**src/rtl/branch_resolve_unit.sv**
```systemverilog
// branch_resolve_unit
// Branch-condition evaluation and resolution stage. Evaluates the conditional
// branch types on WIDTH-bit operands with signed semantics, registers the
// resolved direction, compares it with the front-end prediction to raise a
// one-cycle flush, trains a 2-bit saturating branch history table (BHT) read
// by fetch, and keeps saturating taken / mispredict statistics.

module branch_resolve_unit #(
    parameter int WIDTH     = 32,
    parameter int IDX_BITS  = 6,
    parameter int CNT_WIDTH = 16
) (
    input  logic                 clk,
    input  logic                 reset,
    input  logic                 stall,
    input  logic [31:0]          lookup_pc,
    output logic                 predict_taken,
    input  logic                 in_valid,
    input  logic [31:0]          in_pc,
    input  logic [WIDTH-1:0]     rs,
    input  logic [WIDTH-1:0]     rt,
    input  logic [2:0]           op,
    input  logic                 in_pred_taken,
    output logic                 out_valid,
    output logic                 out_taken,
    output logic                 out_mispredict,
    output logic                 flush,
    output logic [CNT_WIDTH-1:0] taken_count,
    output logic [CNT_WIDTH-1:0] mispredict_count
);

    localparam int ENTRIES = 1 << IDX_BITS;

    // Branch opcode encodings; 3'b000 and 3'b111 are "no branch".
    localparam logic [2:0] OP_BEQ  = 3'b001;
    localparam logic [2:0] OP_BNE  = 3'b010;
    localparam logic [2:0] OP_BGTZ = 3'b011;
    localparam logic [2:0] OP_BGEZ = 3'b100;
    localparam logic [2:0] OP_BLTZ = 3'b101;
    localparam logic [2:0] OP_BLEZ = 3'b110;

    // One step of a 2-bit saturating counter: up on taken, down on not-taken.
    function automatic logic [1:0] bht_step(input logic [1:0] cur, input logic up);
        logic [1:0] nxt;
        if (up) begin
            if (cur == 2'b11) nxt = 2'b11;
            else              nxt = cur + 2'b01;
        end else begin
            if (cur == 2'b00) nxt = 2'b00;
            else              nxt = cur - 2'b01;
        end
        return nxt;
    endfunction

    // Statistics counter increment that sticks at all-ones.
    function automatic logic [CNT_WIDTH-1:0] sat_inc(input logic [CNT_WIDTH-1:0] cnt,
                                                     input logic en);
        logic [CNT_WIDTH-1:0] nxt;
        if (en && (cnt != {CNT_WIDTH{1'b1}})) nxt = cnt + {{(CNT_WIDTH-1){1'b0}}, 1'b1};
        else                                  nxt = cnt;
        return nxt;
    endfunction

    logic [1:0]          bht_r [ENTRIES];
    logic [IDX_BITS-1:0] lookup_idx_s;
    logic [IDX_BITS-1:0] update_idx_s;
    logic                sign_s;
    logic                zero_s;
    logic                eq_s;
    logic                cond_s;
    logic                is_branch_s;
    logic                accept_s;
    logic                mispredict_s;
    logic                unused_pc_bits_s;

    assign lookup_idx_s = lookup_pc[IDX_BITS+1:2];
    assign update_idx_s = in_pc[IDX_BITS+1:2];

    // PC bits outside the table index carry no information for this block.
    assign unused_pc_bits_s = ^{lookup_pc[31:IDX_BITS+2], lookup_pc[1:0],
                                in_pc[31:IDX_BITS+2], in_pc[1:0]};

    // Signed comparisons against zero reduce to sign bit and zero detect.
    assign sign_s = rs[WIDTH-1];
    assign zero_s = (rs == {WIDTH{1'b0}});
    assign eq_s   = (rs == rt);

    // Decode the opcode and evaluate the branch condition.
    always_comb begin
        cond_s      = 1'b0;
        is_branch_s = 1'b0;
        case (op)
            OP_BEQ:  begin cond_s = eq_s;              is_branch_s = 1'b1; end
            OP_BNE:  begin cond_s = ~eq_s;             is_branch_s = 1'b1; end
            OP_BGTZ: begin cond_s = ~sign_s & ~zero_s; is_branch_s = 1'b1; end
            OP_BGEZ: begin cond_s = ~sign_s;           is_branch_s = 1'b1; end
            OP_BLTZ: begin cond_s = sign_s;            is_branch_s = 1'b1; end
            OP_BLEZ: begin cond_s = sign_s | zero_s;   is_branch_s = 1'b1; end
            default: begin cond_s = 1'b0;              is_branch_s = 1'b0; end
        endcase
    end

    assign accept_s     = in_valid & ~stall & is_branch_s;
    assign mispredict_s = cond_s ^ in_pred_taken;

    // Fetch reads the table state as of the start of the cycle (read-before-write).
    assign predict_taken = bht_r[lookup_idx_s][1];

    // Resolution outputs: load on accept, clear on idle, hold under stall.
    always_ff @(posedge clk) begin
        if (reset) begin
            out_valid      <= 1'b0;
            out_taken      <= 1'b0;
            out_mispredict <= 1'b0;
            flush          <= 1'b0;
        end else if (stall) begin
            out_valid      <= out_valid;
            out_taken      <= out_taken;
            out_mispredict <= out_mispredict;
            flush          <= flush;
        end else if (accept_s) begin
            out_valid      <= 1'b1;
            out_taken      <= cond_s;
            out_mispredict <= mispredict_s;
            flush          <= mispredict_s;
        end else begin
            out_valid      <= 1'b0;
            out_taken      <= 1'b0;
            out_mispredict <= 1'b0;
            flush          <= 1'b0;
        end
    end

    // BHT training: every entry starts weakly not-taken, one step per accept.
    always_ff @(posedge clk) begin
        if (reset) begin
            for (int i = 0; i < ENTRIES; i++) begin
                bht_r[i] <= 2'b01;
            end
        end else if (accept_s) begin
            bht_r[update_idx_s] <= bht_step(bht_r[update_idx_s], cond_s);
        end else begin
            bht_r[update_idx_s] <= bht_r[update_idx_s];
        end
    end

    // Saturating statistics counters, advanced only by accepted resolves.
    always_ff @(posedge clk) begin
        if (reset) begin
            taken_count      <= {CNT_WIDTH{1'b0}};
            mispredict_count <= {CNT_WIDTH{1'b0}};
        end else if (accept_s) begin
            taken_count      <= sat_inc(taken_count, cond_s);
            mispredict_count <= sat_inc(mispredict_count, mispredict_s);
        end else begin
            taken_count      <= taken_count;
            mispredict_count <= mispredict_count;
        end
    end

endmodule

```
**config.mk**
```make
export PLATFORM = sky130hd
export DESIGN_NAME = branch_resolve_unit
export DESIGN_NICKNAME = d
export VERILOG_FILES = /design/src/rtl/branch_resolve_unit.sv
export SDC_FILE = /design/constraint.sdc
export NUM_CORES = 1
export LEC_CHECK = 0
export CORE_MARGIN = 2
export CORE_UTILIZATION = 55
export DETAILED_ROUTE_END_ITERATION = 10
export DONT_BUFFER_PORTS = 1
export PLACE_DENSITY = 0.75
export REMOVE_ABC_BUFFERS = 1
export SKIP_LAST_GASP = 1
export SYNTH_ARGS = -nofsm -noshare
export SYNTH_HDL_FRONTEND = slang
export SYNTH_SLANG_ARGS = --single-unit
```
**constraint.sdc**
```tcl
create_clock -name clk -period 6.4 [get_ports clk]
set_input_delay 0.64 -clock clk [delete_from_list [all_inputs] [get_ports clk]]
set_output_delay 0.64 -clock clk [all_outputs]
set_load 0.005 [all_outputs]
```
==> run_results.csv, run 1 <==
group,metric,value,unit
floorplan,std_cell_rows,48,
placed_design,dp_slack,2290,ps
clock_tree,clk_pin_slew,60,ps
worst_hold_path,min_from,"reset",
setup_path,worstReg2RegEnd,"bht_r[9][1]$_SDFFCE_PN0P_",
cells_and_area,drive_gt1_share,12.2,%
timing,setup_tns,0,ps
logic_synthesis,synth-seq-cells,163,
placed_design,gp_congestion,0.954,
cells_and_area,fin_nets,944,
setup_path,reg2reg_from,"bht_r[55][1]$_SDFFCE_PN0P_",
clock_tree,insertion_delay,430,ps
clock_tree,cts_buffers,17,
logic_synthesis,synth_edf_count,128,
global_route,grt_use_total,30.2,%
outcome,status,"finished clean",
cells_and_area,num_antenna_cells,0,
timing,maxSlewViolCount,0,
timing,worstMarginPinSlew,1240,ps
clock_tree,htreeDepth,4,
worst_hold_path,hold_path_depth,1,
setup_path,worst_setup_path_start_kind,"register",
floorplan,die_x,135,um
placed_design,place_area,9410,um2
setup_path,critPathKind,"reg -> reg",
timing,setup_ws,2390,ps
global_route,grt_max_degree,127,
logic_synthesis,async_flop_share,0,%
setup_path,crit_fanout,33,
logic_synthesis,synth_area,9500,um2
logic_synthesis,ys_types,67,
setup_path,rrSetupSlack,2390,ps
power,power_density,246,nW/um2
logic_synthesis,ys_seq_area_share,47.9,%
timing,max_freq,0.250,GHz
global_route,globalRoute.totalOverflow,0,
route,routedWlPerCell,25.9,um
route,routed_wl,27100,um
cells_and_area,final_common_cell,"edfxtp_1",
flow_run,max_cap_violations,0,
placed_design,portBuffers,0,
floorplan,io_pins,173,
timing,skew,8.31,ps
route,drt_first_iter_violations,1014,
floorplan,core_area,17100,um2
floorplan,die_area,18300,um2
clock_tree,clockRootBuffer,"clkbuf_16",
logic_synthesis,avgSynthCellArea,11.0,um2
clock_tree,post_cts_resized,0,
timing,period_minus_slack,4010,ps
power,p_leak,2.98,nW
route,dr_total_vias,7505,
route,viasPerCell,7.19,
timing,maxSlewHeadroom,17.3,%
cells_and_area,num-fill-cells,1418,
placed_design,post-dp-hpwl,17000,um
floorplan,start_util,55.5,%
timing,hold_violations,0,
timing,grt_setup_unrepaired,"false",
cells_and_area,utilization,58.3,%
route,remaining_drc_errors,0,
setup_path,critPathCaptureType,"register",
route,antenna_left,0,
cells_and_area,final_cell_area,9980,um2
logic_synthesis,synthCells,864,
route,dr.pass1.iters,6,
worst_hold_path,min_path_type,"in -> reg",
setup_path,critPathRequiredTime,6540,ps
global_route,grt_pass1_wl,41200,um
clock_tree,cts_hold_buffers,0,
clock_tree,cts_buffer_depth,2,
placed_design,dp_cells,1012,
logic_synthesis,synth_ff_type,"edfxtp_1",
cells_and_area,stdcell_count,1044,
timing,period_share,62.6,%
setup_path,r2r_cells,9,
setup_path,crit_arrival,4150,ps
global_route,antenna_found_initial,0,
cells_and_area,syn_to_final_growth,5.13,%
timing,hold_slack,282,ps
clock_tree,cts_tree,"yes",
power,power,2.46,mW
clock_tree,cts_setup_buffers,0,
global_route,grt_pass1_vias,7498,
worst_hold_path,holdPathEnd,"mispredict_count[4]$_SDFFE_PP0P_",
logic_synthesis,ys_warn_count,0,
timing,setup_viol,0,
cells_and_area,final_cell_mix,"128 x edfxtp_1, 80 x nand3_1, 73 x nor3_1, 46 x nor2_1, 40 x o21bai_1",
floorplan,die_h,135,um
clock_tree,cts.sinks,163,
power,vdd_drop_max,0.235,mV
[kinds of logic after synthesis]
kind of cell / Yosys count / synth area share [%]
multiplexers: 72 / 12.0
adder cells (fa/ha/maj): 2 / 0.263
AND/OR/NAND/NOR: 346 / 19.6
buffers and inverters: 90 / 4.82
XOR/XNOR: 45 / 4.23
AO/OA/AOI/OAI: 146 / 11.3
flip-flops: 163 / 47.9
[worst max path at each step]
stage                                from  slack (ps)                         end
2_1_floorplan                      rs[14]        3090   bht_r[0][1]$_SDFFCE_PN0P_
5_1_grt        bht_r[55][1]$_SDFFCE_PN0P_        2270  bht_r[57][1]$_SDFFCE_PN0P_
4_1_cts        bht_r[55][1]$_SDFFCE_PN0P_        2510   bht_r[9][1]$_SDFFCE_PN0P_
3_3_place_gp                     in_pc[3]        2310  bht_r[56][1]$_SDFFCE_PN0P_
3_5_place_dp                     in_pc[3]        2290  bht_r[57][1]$_SDFFCE_PN0P_
6_report       bht_r[55][1]$_SDFFCE_PN0P_        2390   bht_r[9][1]$_SDFFCE_PN0P_
[power breakdown]
part	total (mW)	internal (mW)	switching, mW	leakage, nW
combinational	0.268	0.0933	0.175	1.31
sequential	1.17	1.16	0.0127	1.39
clock	1.02	0.611	0.406	0.279
total	2.46	1.86	0.594	2.98
[worst max-delay path, stage by stage, from the launching register on]
cell and delay [ps]:
edfxtp_1 390, mux4_2 480, a22o_1 190, o21ai_0 340
o2111ai_1 290, nor4_2 380, o21ai_1 190, a22oi_4 860
buf_4 490, nor3_1 100
[flip-flops by register name, summed over array words and instances (netlist names)]
name,count
flush,1
out_valid,1
taken_count,16
out_taken,1
mispredict_count,16
bht_r,128
[routing by layer]
| layer | track usage [%] | up-vias | part of all wire [%] |
|---|---|---|---|
| met4 | 15.9 | 0 | 5.4 |
| met2 | 46.8 | 570 | 45 |
| met3 | 9.61 | 115 | 14 |
| met5 | 0 | - | 0 |
| li1 | - | 3210 | - |
| met1 | 38.0 | 3610 | 35 |
[cells in the mapped netlist, types with 10 or more instances]
| cell | number | share of area, % |
|---|---|---|
| nand2_1 | 31 | 1.2 |
| xnor2_1 | 12 | 1.1 |
| nand3_1 | 80 | 4.2 |
| buf_1 | 16 | 0.63 |
| xor2_1 | 32 | 3.0 |
| or3_1 | 10 | 0.66 |
| nor2_1 | 46 | 1.8 |
| nor4_1 | 25 | 1.6 |
| nand4_1 | 10 | 0.66 |
| a21oi_1 | 21 | 1.1 |
| a221oi_1 | 10 | 0.92 |
| buf_4 | 11 | 0.87 |
| mux2i_1 | 19 | 2.0 |
| edfxtp_1 | 128 | 40 |
| mux2_2 | 20 | 2.4 |
| clkbuf_1 | 38 | 1.5 |
| o21bai_1 | 40 | 3.2 |
| o21ai_0 | 10 | 0.53 |
| nor3_1 | 76 | 4.0 |
| a21o_1 | 24 | 1.9 |
| mux4_2 | 31 | 7.4 |
| nor2b_1 | 13 | 0.86 |
| dfxtp_1 | 35 | 7.4 |
[area by class of cell]
cell class / instances / area (um2) / area share (%)
tap: 225 / 282 / 2.82
sequential: 163 / 4540 / 45.5
clock inverter: 10 / 133 / 1.33
multi-input combinational: 611 / 4510 / 45.2
inverter: 7 / 26.3 / 0.263
timing repair buffer: 6 / 45.0 / 0.451
clock buffer: 22 / 444 / 4.45
No activity file was read; power rests on OpenSTA's default activity.
==> run 2: changes to the inputs <==
- clock period: 6.4 -> 3.87 ns (I/O delays scaled with it)
==> run 2 against run 1 <==
First-iteration DRC count is 3.4% lower. Worst hold slack lost 250 ps. Sequential power up 66%. Critical path depth is the same. Non-clock buffer count is 7 higher. Global-route usage fell by 0.069 points. Clock power increased by 57%. Wire length fell by 0.25%. Register-to-register slack got worse by 1700 ps. Sequential share of layout area shrank 0.23 points. Setup slack got worse by 1700 ps. Via count shrank 0.35%. Largest power group unchanged. Highest routed layer unchanged.
==> run_results.csv, run 2 (synthesized netlist as in run 1, its figures left out) <==
group,metric,value,unit
outcome,status,"finished clean",
route,antenna_left,0,
clock_tree,cts_hold_buffers,0,
clock_tree,cts_setup_buffers,0,
cells_and_area,utilization,58.6,%
setup_path,critPathRequiredTime,4020,ps
route,routedWlPerCell,25.7,um
cells_and_area,largest_reg_flops,128,
timing,setup_tns,0,ps
setup_path,crit_arrival,3370,ps
cells_and_area,max_flop_register,"bht_r",
placed_design,post-dp-hpwl,16900,um
route,routed_wl,27000,um
placed_design,place_area,9480,um2
setup_path,crit_fanout,64,
timing,skew,7.33,ps
cells_and_area,syn_to_final_growth,5.67,%
floorplan,io_pins,173,
clock_tree,cts_buffer_depth,2,
global_route,globalRoute.totalOverflow,0,
floorplan,std_cell_rows,48,
timing,period_minus_slack,3220,ps
timing,maxSlewHeadroom,17.6,%
clock_tree,insertion_delay,430,ps
route,routed-wl-met2,12500,um
route,dr_total_vias,7479,
cells_and_area,drive_gt1_share,12.8,%
setup_path,worst_setup_path_start_kind,"register",
timing,worstMarginPinSlew,1230,ps
timing,grt_setup_unrepaired,"false",
timing,setup_viol,0,
setup_path,critPathKind,"reg -> reg",
route,viasPerCell,7.12,
floorplan,die_area,18300,um2
timing,max_freq,0.311,GHz
global_route,grt_pass1_wl,41300,um
global_route,antenna_found_initial,0,
global_route,grt_pass1_vias,7419,
clock_tree,cts_tree,"yes",
worst_hold_path,min_path_type,"in -> reg",
placed_design,gp_congestion,0.985,
clock_tree,cts.sinks,163,
floorplan,die_h,135,um
timing,maxSlewViolCount,0,
power,vdd_drop_max,0.370,mV
clock_tree,clk_pin_slew,60,ps
clock_tree,cts_buffers,17,
floorplan,start_util,55.5,%
timing,period_share,83.1,%
setup_path,critPathCaptureType,"register",
placed_design,portBuffers,0,
route,drt_first_iter_violations,980,
route,dr.pass1.iters,5,
clock_tree,post_cts_resized,0,
cells_and_area,fin_nets,951,
clock_tree,htreeDepth,4,
timing,hold_violations,0,
route,remaining_drc_errors,0,
route,met1_length,9760,um
cells_and_area,final_cell_mix,"128 x edfxtp_1, 80 x nand3_1, 73 x nor3_1, 46 x nor2_1, 40 x o21bai_1",
power,power_density,399,nW/um2
clock_tree,clockRootBuffer,"clkbuf_16",
power,p_leak,3.01,nW
flow_run,max_cap_violations,0,
cells_and_area,final_cell_area,10000,um2
cells_and_area,top_regs,"bht_r: 128 flops, mispredict_count: 16 flops, taken_count: 16 flops",
global_route,grt_use_total,30.1,%
cells_and_area,num-fill-cells,1384,
timing,hold_slack,33.8,ps
global_route,grt_max_degree,127,
cells_and_area,num_antenna_cells,0,
route,wl_met3,3330,um
floorplan,core_area,17100,um2
route,highest_layer,"met4",
cells_and_area,final_common_cell,"edfxtp_1",
floorplan,die_x,135,um
## run 2: cell count changes in the layout (fill, tap and decap cells not counted), sizes merged
cell / previous run / this run
buf: 6 / 13
bufinv: 3 / 2
clkinv: 6 / 9
clkbuf: 22 / 20
## run 2: routing by layer
metal | up-vias | global-route usage [%]
met5 | - | 0
met4 | 0 | 15.9
met3 | 98 | 9.24
met2 | 555 | 46.7
met1 | 3600 | 38.1
li1 | 3226 | -
## run 2: final cells by class
cell class	count	area [um2]	share of cell area [%]
clock inverter	12	114	1.13
tap	225	282	2.81
sequential	163	4540	45.3
clock buffer	20	437	4.35
timing repair buffer	13	123	1.22
multi-input combinational	611	4510	44.9
inverter	7	26.3	0.262
## run 2: power by group
group          leakage (nW)  internal, mW  switching [mW]
logic                  1.35         0.170           0.293
registers              1.39          1.92          0.0213
clock network         0.267         0.938           0.660
## run 2: worst paths after layout
kind | slack (ps) | end | start | depth (start not counted)
min reg2reg | 480 | out_valid$_SDFFE_PP0N_ | out_valid$_SDFFE_PP0N_ | 2
max | 650 | bht_r[58][1]$_SDFFCE_PN0P_ | bht_r[51][1]$_SDFFCE_PN0P_ | 9
max reg2reg | 650 | bht_r[58][1]$_SDFFCE_PN0P_ | bht_r[51][1]$_SDFFCE_PN0P_ | 9
min | 30 | mispredict_count[6]$_SDFFE_PP0P_ | reset | 1
## run 2: worst max-delay path: stages (launching register included)
cell and delay [ps]:
edfxtp_1 400, mux4_2 460, a22o_1 190, o21ai_0 360
o2111ai_1 290, nor4_2 360, o21ai_1 190, a22oi_4 240
buf_12 320, nor3_1 110
## run 2: metrics by stage
stage,setup slack (ps),total power [mW],std cells
6_report,653,4.00,1051
5_1_grt,484,4.09,1051
4_1_cts,700,3.99,1051
3_5_place_dp,685,2.42,1019
3_3_place_gp,749,2.41,1019
2_1_floorplan,816,2.27,781
==> run 3: changes to the inputs <==
- PLACE_DENSITY: 0.75 -> 0.78
- clock period: 3.87 -> 2.9 ns (I/O delays scaled with it)
==> run 3 against run 2 <==
Non-clock buffer count rose by 36. Design area grew 3.6%. Fmax rose by 13%. Combinational power is 50% higher. Core utilization grew 2.1 points.
==> run_results.csv, run 3 (synthesized netlist as in run 1, its figures left out) <==
group,metric,value,unit
setup_path,cp-startpoint,"bht_r[55][1]$_SDFFCE_PN0P_",
floorplan,start_util,55.5,%
route,routedWlPerCell,25.3,um
global_route,use_met2,46.2,%
route,routed_wl,27500,um
global_route,grt-busiest-layer,"met2",
timing,hold_violations,0,
clock_tree,clockRootBuffer,"clkbuf_16",
clock_tree,insertion_delay,430,ps
power,combPwrFrac,12.3,%
placed_design,post-dp-hpwl,17300,um
setup_path,crit_arrival,3000,ps
global_route,grt_max_degree,103,
timing,setup_viol,0,
setup_path,slowest_delay,480,ps
floorplan,io_pins,173,
route,dr.pass1.iters,6,
cells_and_area,final_cell_area,10400,um2
power,power.share.clock,41.9,%
cells_and_area,multi_input_comb_area,4500,um2
clock_tree,cts_tree,"yes",
worst_hold_path,min_path_type,"in -> reg",
setup_path,critPathKind,"reg -> reg",
setup_path,critPathRequiredTime,3050,ps
setup_path,reg2reg_from,"bht_r[55][1]$_SDFFCE_PN0P_",
global_route,grt_pass1_wl,42000,um
route,viasPerCell,7.11,
floorplan,core_area,17100,um2
timing,worstMarginPinSlew,1010,ps
placed_design,place_area,9750,um2
setup_path,cpMaxStageDelayCell,"mux4_2",
clock_tree,cts_buffers,17,
cells_and_area,top_regs,"bht_r: 128 flops, mispredict_count: 16 flops, taken_count: 16 flops",
power,swShare,24.3,%
clock_tree,cts_setup_buffers,0,
setup_path,path_cells,"mux4_2 -> a22o_1 -> o21ai_1 -> o2111ai_2 -> nor4_2 -> buf_4 -> o21ai_1 -> a22oi_4 -> buf_12 -> nor3_1",
timing,maxSlewHeadroom,32.6,%
power,p_leak,3.23,nW
setup_path,r2r_cells,10,
cells_and_area,seqCellArea,4540,um2
cells_and_area,final_cell_mix,"128 x edfxtp_1, 80 x nand3_1, 76 x nor3_1, 46 x nor2_1, 43 x buf_4",
timing,skew,10.2,ps
route,drt_first_iter_violations,1002,
cells_and_area,largest_reg_flops,128,
power,p_switching,1.37,mW
timing,setup_ws,57.0,ps
global_route,antenna_found_initial,0,
cells_and_area,drive_gt1_share,16.7,%
setup_path,crit_path_frequent_cell,"o21ai_1",
setup_path,worstReg2RegEnd,"bht_r[48][1]$_SDFFCE_PN0P_",
setup_path,crit_fanout,29,
timing,grt_setup_unrepaired,"true",
route,antenna_left,0,
cells_and_area,syn_to_final_growth,9.50,%
power,sequentialPowerShare,45.8,%
floorplan,die_x,135,um
clock_tree,htreeDepth,4,
power,power,5.65,mW
timing,maxSlewViolCount,0,
cells_and_area,num-fill-cells,1331,
timing,period_share,98.0,%
setup_path,rrSetupSlack,60,ps
cells_and_area,fin_nets,987,
timing,period_minus_slack,2840,ps
clock_tree,clk_pin_slew,70,ps
power,power_density,543,nW/um2
flow_run,max_cap_violations,0,
placed_design,dp_slack,-4.57,ps
global_route,grt_use_total,30.6,%
setup_path,critPathCaptureType,"register",
clock_tree,cts.sinks,163,
outcome,status,"finished clean",
global_route,grt_pass1_vias,7428,
cells_and_area,final_common_cell,"edfxtp_1",
cells_and_area,max_flop_register,"bht_r",
timing,max_freq,0.352,GHz
power,vdd_drop_max,0.498,mV
global_route,grt_util_met1,40.9,%
power,internal_power,4.28,mW
route,remaining_drc_errors,0,
floorplan,die_area,18300,um2
setup_path,worst_setup_path_start_kind,"register",
clock_tree,cts_buffer_depth,2,
route,dr_total_vias,7734,
global_route,globalRoute.totalOverflow,0,
floorplan,die_h,135,um
placed_design,gp_congestion,0.951,
setup_path,cp-endpoint,"bht_r[48][1]$_SDFFCE_PN0P_",
placed_design,portBuffers,0,
global_route,met3_usage,9.02,%
floorplan,std_cell_rows,48,
run 3: cell types whose count changed in the layout (fill, tap and decap cells not counted), sizes merged:
cell	before	now
clkbuf	20	18
inv	8	7
dlygate4sd3	0	2
clkinvlp	0	1
buf	13	47
diode	0	1
bufinv	2	4
run 3: final cells by class:
cell class              instances  share of cell area [%]
diodes                          1                  0.0241
clock buffers                  18                    4.13
clock inverters                14                    1.80
inverters                       7                   0.253
multi-input cells             611                    43.3
flip-flops and latches        163                    43.7
well taps                     225                    2.71
repair buffers                 49                    4.07
run 3: metrics by stage:
| step | setup TNS [ps] | cells | util (%) | hold WS, ps |
|---|---|---|---|---|
| 2_1_floorplan | -5610 | 781 | - | 359 |
| 3_3_place_gp | -3080 | 1053 | 57.0 | 382 |
| 3_5_place_dp | -6.88 | 1053 | 57.0 | 381 |
| 4_1_cts | 0 | 1087 | 60.7 | 3.31 |
| 5_1_grt | -143 | 1087 | 60.7 | 1.06 |
| 6_report | 0 | 1088 | 60.8 | 12.4 |
run 3: worst min path at each step:
stage,start,endpoint,slack (ps),cells past startpoint
5_1_grt,stall,out_taken$_SDFFE_PP0N_,1,2
3_5_place_dp,reset,mispredict_count[4]$_SDFFE_PP0P_,380,1
6_report,stall,out_taken$_SDFFE_PP0N_,10,2
2_1_floorplan,reset,mispredict_count[0]$_SDFFE_PP0P_,360,1
3_3_place_gp,reset,mispredict_count[0]$_SDFFE_PP0P_,380,1
4_1_cts,stall,out_taken$_SDFFE_PP0N_,3,2
run 3: power groups by stage:
stage	registers, mW	clock network (mW)	logic [mW]
after CTS	2.58	2.37	0.677
after global routing	2.59	2.45	0.726
final	2.59	2.37	0.695
after floorplan	2.62	0	0.413
after global placement	2.63	0	0.654
after detailed placement	2.63	0	0.664
run 3: critical path, delay by kind of cell, from the launching register on:
kind | cells | cell delay (ps)
compound gates | 5 | 970
mux | 1 | 480
flops | 1 | 400
simple gates | 2 | 290
buf+inv | 2 | 400
run 3: routing by layer:
metal	up-vias	wire [um]	share of wire, %
li1	3290	-	-
met1	3737	10000	36
met2	617	12600	46
met3	90	3820	14
met4	0	1120	4.1
met5	-	0	0
run 3: timing repair:
item	CTS	global route
endpoints found under the hold margin	25	0
hold buffers	2	0
endpoints found under the setup margin	37	128
resized for setup	1	2
